### src/rtl/cpu_ctrl_pkg.sv
// Shared opcode, ALU code, state and instruction-class definitions for the
// hardwired control sequencer.
package cpu_ctrl_pkg;

    localparam logic [4:0] OP_LD   = 5'b00000;
    localparam logic [4:0] OP_LDI  = 5'b00001;
    localparam logic [4:0] OP_ST   = 5'b00010;
    localparam logic [4:0] OP_ADD  = 5'b00011;
    localparam logic [4:0] OP_OR   = 5'b01011;
    localparam logic [4:0] OP_ADDI = 5'b01100;
    localparam logic [4:0] OP_ANDI = 5'b01101;
    localparam logic [4:0] OP_ORI  = 5'b01110;
    localparam logic [4:0] OP_BR   = 5'b10011;
    localparam logic [4:0] OP_JR   = 5'b10100;
    localparam logic [4:0] OP_JAL  = 5'b10101;
    localparam logic [4:0] OP_IN   = 5'b10110;
    localparam logic [4:0] OP_OUT  = 5'b10111;
    localparam logic [4:0] OP_NOP  = 5'b11010;
    localparam logic [4:0] OP_HALT = 5'b11011;

    localparam logic [4:0] ALU_ADD = 5'b00011;
    localparam logic [4:0] ALU_AND = 5'b01010;
    localparam logic [4:0] ALU_OR  = 5'b01011;

    localparam logic [3:0] ST_RST  = 4'd0;
    localparam logic [3:0] ST_T0   = 4'd1;
    localparam logic [3:0] ST_T1   = 4'd2;
    localparam logic [3:0] ST_T2   = 4'd3;
    localparam logic [3:0] ST_T3   = 4'd4;
    localparam logic [3:0] ST_T4   = 4'd5;
    localparam logic [3:0] ST_T5   = 4'd6;
    localparam logic [3:0] ST_T6   = 4'd7;
    localparam logic [3:0] ST_T7   = 4'd8;
    localparam logic [3:0] ST_HALT = 4'd9;

    typedef enum logic [3:0] {
        CL_RTYPE, CL_IMM, CL_LDI, CL_LD, CL_ST, CL_BR,
        CL_JR, CL_JAL, CL_IN, CL_OUT, CL_NOP, CL_HALT
    } op_class_t;

endpackage

### src/rtl/op_class_decode.sv
// Maps a 5-bit opcode onto the instruction class that selects the execute
// sequence; anything without its own sequence behaves as a nop.
module op_class_decode
    import cpu_ctrl_pkg::*;
(
    input  logic [4:0] opcode,
    output op_class_t  op_class
);

    always_comb begin
        op_class = CL_NOP;
        if (opcode >= OP_ADD && opcode <= OP_OR)
            op_class = CL_RTYPE;
        else if (opcode >= OP_ADDI && opcode <= OP_ORI)
            op_class = CL_IMM;
        else begin
            case (opcode)
                OP_LDI:  op_class = CL_LDI;
                OP_LD:   op_class = CL_LD;
                OP_ST:   op_class = CL_ST;
                OP_BR:   op_class = CL_BR;
                OP_JR:   op_class = CL_JR;
                OP_JAL:  op_class = CL_JAL;
                OP_IN:   op_class = CL_IN;
                OP_OUT:  op_class = CL_OUT;
                OP_HALT: op_class = CL_HALT;
                default: op_class = CL_NOP;
            endcase
        end
    end

endmodule

### src/rtl/control_unit.sv
// Moore control sequencer for the DataPath: fetch T0-T2, then per-class
// execute steps. State advances on the falling clock edge so DataPath sees
// stable controls at its rising-edge capture.
//
// state | meaning
// RST   | held in reset, all controls low
// T0-T2 | instruction fetch (PC->MAR, memory read, MDR->IR)
// T3-T7 | execute steps, sequence chosen by latched opcode class
// HALT  | stopped until clear, all controls low
module control_unit
    import cpu_ctrl_pkg::*;
#(
    parameter logic [4:0] ADD_CODE = 5'b00011
) (
    input  logic        clock,
    input  logic        clear,
    input  logic [31:0] ir,
    input  logic        con_ff,
    output logic        PCout, IncPC, ZLOout, ZLOin, ZHIout, Cout, MDRout,
    output logic        RAMenable, MARin, PCin, MDRin, IRin, Yin,
    output logic        Gra, Grb, Grc, Rin, Rout, BAout, R15in,
    output logic        read, write, conin, OutPortenable, PortInout,
    output logic [4:0]  aluControl,
    output logic        run
);

    logic [3:0] state, state_nxt;
    logic [4:0] opcode_q, op_sel;
    op_class_t  op_class;
    logic       unused_ir_bits;

    assign unused_ir_bits = ^ir[26:0];

    // During T2 the opcode is still in flight, so decode ir directly there.
    assign op_sel = (state == ST_T2) ? ir[31:27] : opcode_q;

    op_class_decode u_dec (
        .opcode   (op_sel),
        .op_class (op_class)
    );

    always_ff @(negedge clock or negedge clear) begin
        if (!clear) begin
            state    <= ST_RST;
            opcode_q <= 5'd0;
        end else begin
            state <= state_nxt;
            if (state == ST_T2)
                opcode_q <= ir[31:27];
        end
    end

    always_comb begin
        state_nxt = ST_RST;
        case (state)
            ST_RST:  state_nxt = ST_T0;
            ST_T0:   state_nxt = ST_T1;
            ST_T1:   state_nxt = ST_T2;
            ST_T2:   state_nxt = (op_class == CL_HALT) ? ST_HALT :
                                 (op_class == CL_NOP)  ? ST_T0 : ST_T3;
            ST_T3:   state_nxt = (op_class inside {CL_JR, CL_IN, CL_OUT}) ? ST_T0 : ST_T4;
            ST_T4:   state_nxt = (op_class == CL_JAL) ? ST_T0 : ST_T5;
            ST_T5:   state_nxt = (op_class inside {CL_LD, CL_ST, CL_BR}) ? ST_T6 : ST_T0;
            ST_T6:   state_nxt = (op_class == CL_BR) ? ST_T0 : ST_T7;
            ST_T7:   state_nxt = ST_T0;
            ST_HALT: state_nxt = ST_HALT;
            default: state_nxt = ST_RST;
        endcase
    end

    always_comb begin
        {PCout, IncPC, ZLOout, ZLOin, ZHIout, Cout, MDRout} = '0;
        {RAMenable, MARin, PCin, MDRin, IRin, Yin} = '0;
        {Gra, Grb, Grc, Rin, Rout, BAout, R15in} = '0;
        {read, write, conin, OutPortenable, PortInout} = '0;
        aluControl = 5'd0;
        run = (state != ST_RST) && (state != ST_HALT);
        case (state)
            ST_T0: begin PCout = 1'b1; MARin = 1'b1; IncPC = 1'b1; end
            ST_T1: begin read = 1'b1; RAMenable = 1'b1; MDRin = 1'b1; end
            ST_T2: begin MDRout = 1'b1; IRin = 1'b1; end
            ST_T3: begin
                case (op_class)
                    CL_RTYPE, CL_IMM: begin Grb = 1'b1; Rout = 1'b1; Yin = 1'b1; end
                    CL_LDI, CL_LD, CL_ST: begin Grb = 1'b1; BAout = 1'b1; Yin = 1'b1; end
                    CL_BR:  begin Gra = 1'b1; Rout = 1'b1; conin = 1'b1; end
                    CL_JR:  begin Gra = 1'b1; Rout = 1'b1; PCin = 1'b1; end
                    CL_JAL: begin R15in = 1'b1; PCout = 1'b1; end
                    CL_IN:  begin PortInout = 1'b1; Gra = 1'b1; Rin = 1'b1; end
                    CL_OUT: begin Gra = 1'b1; Rout = 1'b1; OutPortenable = 1'b1; end
                    default: ;
                endcase
            end
            ST_T4: begin
                case (op_class)
                    CL_RTYPE: begin
                        Grc = 1'b1; Rout = 1'b1; ZLOin = 1'b1; aluControl = opcode_q;
                    end
                    CL_IMM: begin
                        Cout = 1'b1; ZLOin = 1'b1;
                        case (opcode_q)
                            OP_ANDI: aluControl = ALU_AND;
                            OP_ORI:  aluControl = ALU_OR;
                            default: aluControl = ADD_CODE;
                        endcase
                    end
                    CL_LDI, CL_LD, CL_ST: begin
                        Cout = 1'b1; ZLOin = 1'b1; aluControl = ADD_CODE;
                    end
                    CL_BR:  begin PCout = 1'b1; Yin = 1'b1; end
                    CL_JAL: begin Gra = 1'b1; Rout = 1'b1; PCin = 1'b1; end
                    default: ;
                endcase
            end
            ST_T5: begin
                case (op_class)
                    CL_RTYPE, CL_IMM, CL_LDI: begin ZLOout = 1'b1; Gra = 1'b1; Rin = 1'b1; end
                    CL_LD, CL_ST: begin ZLOout = 1'b1; MARin = 1'b1; end
                    CL_BR: begin Cout = 1'b1; ZLOin = 1'b1; aluControl = ADD_CODE; end
                    default: ;
                endcase
            end
            ST_T6: begin
                case (op_class)
                    CL_LD: begin read = 1'b1; RAMenable = 1'b1; MDRin = 1'b1; end
                    CL_ST: begin Gra = 1'b1; Rout = 1'b1; MDRin = 1'b1; end
                    CL_BR: begin ZLOout = 1'b1; PCin = con_ff; end
                    default: ;
                endcase
            end
            ST_T7: begin
                case (op_class)
                    CL_LD: begin MDRout = 1'b1; Gra = 1'b1; Rin = 1'b1; end
                    CL_ST: begin write = 1'b1; RAMenable = 1'b1; end
                    default: ;
                endcase
            end
            default: ;
        endcase
    end

endmodule

### config.mk
export PLATFORM = sky130hd
export DESIGN_NAME = control_unit
export DESIGN_NICKNAME = d
export VERILOG_FILES = /design/src/rtl/cpu_ctrl_pkg.sv /design/src/rtl/op_class_decode.sv /design/src/rtl/control_unit.sv
export SDC_FILE = /design/constraint.sdc
export NUM_CORES = 1
export LEC_CHECK = 0
export ABC_AREA = 1
export BUFFER_PORTS_ARGS = -buffer_cell sky130_fd_sc_hd__buf_4
export CAP_MARGIN = 20
export CORE_ASPECT_RATIO = 0.75
export CORE_MARGIN = 10
export CORE_UTILIZATION = 40
export CTS_CLUSTER_DIAMETER = 40
export DETAILED_ROUTE_END_ITERATION = 10
export GPL_ROUTABILITY_DRIVEN = 0
export GPL_TIMING_DRIVEN = 0
export PLACE_DENSITY_LB_ADDON = 0.05
export REMOVE_ABC_BUFFERS = 1
export SKIP_LAST_GASP = 1
export SYNTH_ARGS = -nofsm -noshare
export SYNTH_HDL_FRONTEND = slang
export SYNTH_SLANG_ARGS = --single-unit
### constraint.sdc
create_clock -name clock -period 2.6 [get_ports clock]
set_input_delay 0 -clock clock [delete_from_list [all_inputs] [get_ports clock]]
set_output_delay 0 -clock clock [all_outputs]
set_load 0.01 [all_outputs]
* After elaboration in Yosys (flattened, before gate mapping)
Memory sizes are Yosys's and may differ from the RTL's.
Index checks and enable logic that the tools add are counted.
Widths: inputs -> output; s select.
** Operators by class
- $add $sub $neg :: 0
- $mul :: 0
- Div/mod/pow operators :: 0
- $lt $le $gt $ge :: 4
- Equality and inequality tests :: 23
- Shift-type cells :: 0
- Muxes and demuxes :: 55
- Bitwise logic cells :: 0
- Reduce and logical (&&, ||, !) cells :: 17
** Operators with widths (count)
- $pmux 4 s9 :: 1
- $eq 4x3->1 const B :: 8
- $mux 1 :: 27
- $eq 4x4->1 const B :: 6
- $eq 4x2->1 const B :: 4
- $mux 4 :: 4
- $pmux 1 s2 :: 8
- $pmux 1 s3 :: 5
- $pmux 5 s3 :: 1
- $mux 3 :: 4
- $eq 5x4->1 const B :: 2
- $le 5x4->1 const B :: 2
- $pmux 5 s2 :: 1
- $reduce_or 5->1 :: 2
- $eq 4x1->1 const B :: 2
- $logic_not 4->1 :: 2
- $pmux 4 s2 :: 1
- $reduce_or 4->1 :: 2
- $reduce_bool 3->1 :: 2
- $reduce_or 2->1 :: 3
- $reduce_or 3->1 :: 2
- $ge 5x2->1 const B :: 1
- $ge 5x4->1 const B :: 1
- $mux 5 :: 1
- other kinds (5) :: 7
** Storage, ports and cells
- Register bits after elaboration :: 9
- Bits in latches :: 0
- RAM bits :: 0
- Memory bits (read-only) :: 128
- Bits of input ports :: 35
- Output and inout bits :: 31
- Word-level logic and storage cells :: 102
- Memories kept :: 1
** Memories
- (no name shown) :: depth 32, width 4, rd ports 1, clocked after memory_dff 0, write ports 0, line op_class_decode.sv:17 : case (opcode)

* Depth between registers and ports, before layout
- Word-level depth :: 10
- Depth in mapped cells :: 15
- Gate-level depth less buffers :: 15

* Hierarchy
From an unflattened synthesis, not the netlist that was laid out.
** Unflattened totals
- Cell total of the unflattened synthesis :: 210
- Area total of the unflattened synthesis :: 1183.6 sq um
** Modules (own cells, without submodules)
- control_unit :: instances 1, cells each 176, area each 1042.2 sq um, sequential area each 225.2 sq um
- op_class_decode :: instances 1, cells each 34, area each 141.4 sq um, sequential area each 0.0 sq um

==> report_table.html <==
<table>
<tr><th>Metric</th><th>Value</th></tr>
<tr><th colspan="2">Run status</th></tr>
<tr><td>Run status</td><td>finished, violations left</td></tr>
<tr><td>Violated checks</td><td>negative setup slack</td></tr>
<tr><th colspan="2">Routing</th></tr>
<tr><td>Number of nets with antenna violations after detailed routing</td><td>0</td></tr>
<tr><td>WL per Instance</td><td>between 20 and 25 µm</td></tr>
<tr><td>Number of vias after detailed routing</td><td>2,231</td></tr>
<tr><td>Iter 0 DRT Violations</td><td>303</td></tr>
<tr><td>Total routed wirelength</td><td>around 8700 µm</td></tr>
<tr><td>Vias per cell</td><td>between 6 and 7</td></tr>
<tr><td>DRC violations left</td><td>0</td></tr>
<tr><td>Pre-Repair DR Iteration Count</td><td>6</td></tr>
<tr><th colspan="2">STA</th></tr>
<tr><td>Worst-Margin Slew</td><td>~0.64 ns</td></tr>
<tr><td>Unrepaired setup endpoints after global routing</td><td>true</td></tr>
<tr><td>Worst-case headroom to the max-slew limit</td><td>~57%</td></tr>
<tr><td>Total negative slack</td><td>-28.28 ns</td></tr>
<tr><td>Final critical-path setup slack</td><td>-1.26 ns</td></tr>
<tr><td>Finish-stage setup viols</td><td>32</td></tr>
<tr><td>Setup skew after layout</td><td>0.00133 ns</td></tr>
<tr><td>Max-slew violation count</td><td>0</td></tr>
<tr><td>Hold violation count in the final report</td><td>0</td></tr>
<tr><th colspan="2">Synthesis</th></tr>
<tr><td>#FFs+latches synth</td><td>9</td></tr>
<tr><td>Yosys top cell area share</td><td>about 18%</td></tr>
<tr><td>Multiplexer share of the synthesized area</td><td>0%</td></tr>
<tr><td>Sequential element share of the synthesized area</td><td>between 10% and 20%</td></tr>
<tr><td>Adder and majority gate portion of the synthesized area</td><td>0%</td></tr>
<tr><td>Area share of xor/xnor cells in the synthesized design</td><td>0%</td></tr>
<tr><td>Cell Area, Synth</td><td>between 0.001 and 0.0015 mm²</td></tr>
<tr><td>Count of different cell masters after synthesis</td><td>22</td></tr>
<tr><td>Gate count of the mapped netlist</td><td>approximately 220</td></tr>
<tr><td>Post-Synth Simple-Gate Area</td><td>60.9%</td></tr>
<tr><td>Yosys top cell by area</td><td>sky130_fd_sc_hd__dfrtn_1</td></tr>
<tr><td>Cell types occupying the most area after synthesis</td><td>sky130_fd_sc_hd__dfrtn_1, sky130_fd_sc_hd__nand2_1, sky130_fd_sc_hd__inv_1</td></tr>
<tr><td>Post-Syn Area per Cell</td><td>approximately 5.7 µm²</td></tr>
<tr><td>Synthesized-area fraction occupied by ao, oa, aoi and oai cells</td><td>just under 7%</td></tr>
<tr><td>Combinational family with the most area after synthesis</td><td>simple AND/OR/NAND/NOR gates</td></tr>
<tr><td>Synth Warn #</td><td>0</td></tr>
<tr><th colspan="2">Worst setup path</th></tr>
<tr><td>Cell with the most instances on the worst path</td><td>sky130_fd_sc_hd__nand2_4</td></tr>
<tr><td>Slowest library cell on the worst path</td><td>sky130_fd_sc_hd__dfrtn_1</td></tr>
<tr><td>Crit path DAT</td><td>approximately 3.9 ns</td></tr>
<tr><td>Data required time of the worst path</td><td>around 2.6 ns</td></tr>
<tr><td>Combined buffer and inverter count along the critical path</td><td>2</td></tr>
<tr><td>Top fanout value on the critical path</td><td>6</td></tr>
<tr><td>Category of the most critical setup path</td><td>register to output port</td></tr>
<tr><td>Gate family responsible for the most delay along the worst path</td><td>simple AND/OR/NAND/NOR gates</td></tr>
<tr><td>Type of element launching the critical path</td><td>register</td></tr>
<tr><td>Kind of capture point of the worst setup path</td><td>output port</td></tr>
<tr><td>CP max stage delay</td><td>approximately 0.39 ns</td></tr>
<tr><td>Cells along the critical path</td><td>nor2_4 &gt; buf_12 &gt; nand2_4 &gt; nand2_1 &gt; nand2_2 &gt; nor2_2 &gt; nand3_2 &gt; nand2_4 &gt; nand4_1 &gt; o21ai_1 &gt; buf_4</td></tr>
<tr><th colspan="2">Floorplan</th></tr>
<tr><td>Starting Density</td><td>a little over two fifths</td></tr>
<tr><td>Die Span Y</td><td>68.1 µm</td></tr>
<tr><td>Die area</td><td>0.00573 mm²</td></tr>
<tr><td>Cell Rows</td><td>17</td></tr>
<tr><td>Overall die width</td><td>approximately 84 µm</td></tr>
<tr><td>Top-Level Pins</td><td>66</td></tr>
<tr><td>Core box area</td><td>a little under 0.003 mm²</td></tr>
<tr><th colspan="2">Cells and area</th></tr>
<tr><td>Number of filler instances in the final layout</td><td>100</td></tr>
<tr><td>Total area of multi-input combinational cells</td><td>0.00140 mm²</td></tr>
<tr><td>Total Nets Final</td><td>354</td></tr>
<tr><td>Non-filler cells, final</td><td>roughly 360</td></tr>
<tr><td>Number of inserted diodes</td><td>0</td></tr>
<tr><td>Share of cells above drive strength 1</td><td>65.4%</td></tr>
<tr><td>FF/Latch Area</td><td>225 µm²</td></tr>
<tr><td>Fin area</td><td>0.00274 mm²</td></tr>
<tr><td>Growth of design area from synthesis to finish</td><td>122%</td></tr>
<tr><th colspan="2">CTS</th></tr>
<tr><td>Clk sinks</td><td>9</td></tr>
<tr><td>Maximum clock path buffer count</td><td>2</td></tr>
<tr><td>TritonCTS clock tree</td><td>yes</td></tr>
<tr><td>Clock tree root buffer cell</td><td>sky130_fd_sc_hd__clkbuf_8</td></tr>
<tr><td>Post-CTS clock slew at the launch and capture registers of the worst setup and hold paths</td><td>0.03 ns</td></tr>
<tr><td>TritonCTS Buffers</td><td>3</td></tr>
<tr><td>Maximum level of the CTS H-tree</td><td>1</td></tr>
<tr><td>Insertion delay to the later sink of the worst-skew pair</td><td>0.25 ns</td></tr>
<tr><th colspan="2">Place</th></tr>
<tr><td>Total cell area at the placement stage</td><td>~0.0015 mm²</td></tr>
<tr><td>IO buf count</td><td>36</td></tr>
<tr><td>Estimated wirelength of the detail-placed design</td><td>between 3000 and 4000 µm</td></tr>
<tr><td>Post-Place Cells</td><td>about 290</td></tr>
<tr><th colspan="2">GRT</th></tr>
<tr><td>First-pass GRT wire length</td><td>roughly 10,000 µm</td></tr>
<tr><td>Largest net degree at the start of global routing</td><td>10</td></tr>
<tr><td>Number of antenna violations at the first check in global routing</td><td>0</td></tr>
<tr><td>Overall Global Routing Usage</td><td>between 20 and 25%</td></tr>
<tr><td>Sum of overflow across all layers after global routing</td><td>0</td></tr>
<tr><td>Number of global-route vias before repair</td><td>2,096</td></tr>
<tr><th colspan="2">Worst hold path</th></tr>
<tr><td>Worst min-delay path category</td><td>primary input to output port</td></tr>
<tr><th colspan="2">Job</th></tr>
<tr><td>Max-Cap Viols</td><td>0</td></tr>
</table>
-- cell type report --
class,instances,area share (%)
clock buffers,4,1.64
well taps,38,1.73
repair buffers,98,31.1
multi-input cells,167,51.0
inverters,40,6.34
flip-flops and latches,9,8.21
-- synth_stat cells --
| master | n |
|---|---|
| sky130_fd_sc_hd__nand2_1 | 53 |
| sky130_fd_sc_hd__o2111ai_1 | 2 |
| sky130_fd_sc_hd__nor4_1 | 1 |
| sky130_fd_sc_hd__nand2_4 | 4 |
| sky130_fd_sc_hd__a21oi_1 | 3 |
| sky130_fd_sc_hd__conb_1 | 1 |
| sky130_fd_sc_hd__nor2_4 | 4 |
| sky130_fd_sc_hd__o21ai_0 | 9 |
| sky130_fd_sc_hd__buf_4 | 2 |
| sky130_fd_sc_hd__nand3_1 | 25 |
| sky130_fd_sc_hd__inv_2 | 2 |
| sky130_fd_sc_hd__nor3_1 | 4 |
| sky130_fd_sc_hd__nand3_2 | 5 |
| sky130_fd_sc_hd__or2_1 | 2 |
| sky130_fd_sc_hd__nand2_2 | 12 |
| sky130_fd_sc_hd__dfrtn_1 | 9 |
| sky130_fd_sc_hd__a31oi_1 | 1 |
| sky130_fd_sc_hd__clkinv_4 | 1 |
| sky130_fd_sc_hd__nand4_1 | 7 |
| sky130_fd_sc_hd__inv_1 | 37 |
| sky130_fd_sc_hd__nor2_2 | 5 |
| sky130_fd_sc_hd__nor2_1 | 26 |
-- timing repair --
item	4_1_cts	5_1_grt
pin swaps	27	28
hold buffers	0	0
gates cloned	2	0
resized for setup	117	43
endpoints found under the setup margin	28	33
buffers inserted	43	20
-- path summary, 6_finish.rpt --
kind,slack (ns),end,startpoint,depth (start not counted)
worst max-delay path,-1.26,Cout,state[3],11
worst min-delay path,0.34,PCin,con_ff,4
worst max register to register,0.07,state[2],state[3],16
worst min register to register,0.68,opcode_q[4],opcode_q[4],3
max in group asynchronous,1.69,opcode_q[4],clear,1
min in group asynchronous,0.75,opcode_q[1],clear,1
-- tightest hold or removal path: cells and delay by family --
| kind | cells | cell delay (ns) |
|---|---|---|
| buffers and inverters | 2 | 0.19 |
| and+or+nand+nor | 2 | 0.15 |
-- per-stage QoR --
stage / hold slack, ns / worst slack [ns] / util, %
2_1_floorplan: 0.161 / -0.488 / -
3_3_place_gp: 0.319 / -0.895 / 52.1
3_5_place_dp: 0.320 / -0.887 / 52.1
4_1_cts: 0.320 / -0.913 / 82.9
5_1_grt: 0.341 / -1.32 / 92.8
6_report: 0.337 / -1.26 / 92.8
-- state kept, by name, summed over array words and instances, names as in the netlist --
name      count
opcode_q      5
state         4
-- kinds of logic (layout without fill, tap and decap cells) --
group | count (synthesis) | count (layout)
AOI/OAI and AO/OA | 15 | 15
buffers and inverters | 42 | 142
and+or+nand+nor | 148 | 150
other | 1 | 2
DFF | 9 | 9
-- placed cells by master, fill, tap and decap left out, drive strengths merged --
master,instances
nand4,7
clkbuf,4
dfrtn,9
clkinv,1
clkinvlp,1
o21ai,9
conb,2
inv,38
buf,98
nor2,36
o2111ai,2
nor4,1
nand3,30
nand2,70
nor3,4
a31oi,1
or2,2
a21oi,3
-- routing by layer --
layer | global-route usage (%) | part of all wire, % | up-vias
met5 | 0 | 0 | -
met3 | 4.86 | 14 | 86
li1 | - | - | 894
met4 | 15.2 | 7.2 | 0
met1 | 25.1 | 35 | 1023
met2 | 37.5 | 43 | 228
Power is not shown: default switching activity piles up to over one toggle a cycle in this logic, so the estimate is an artifact.
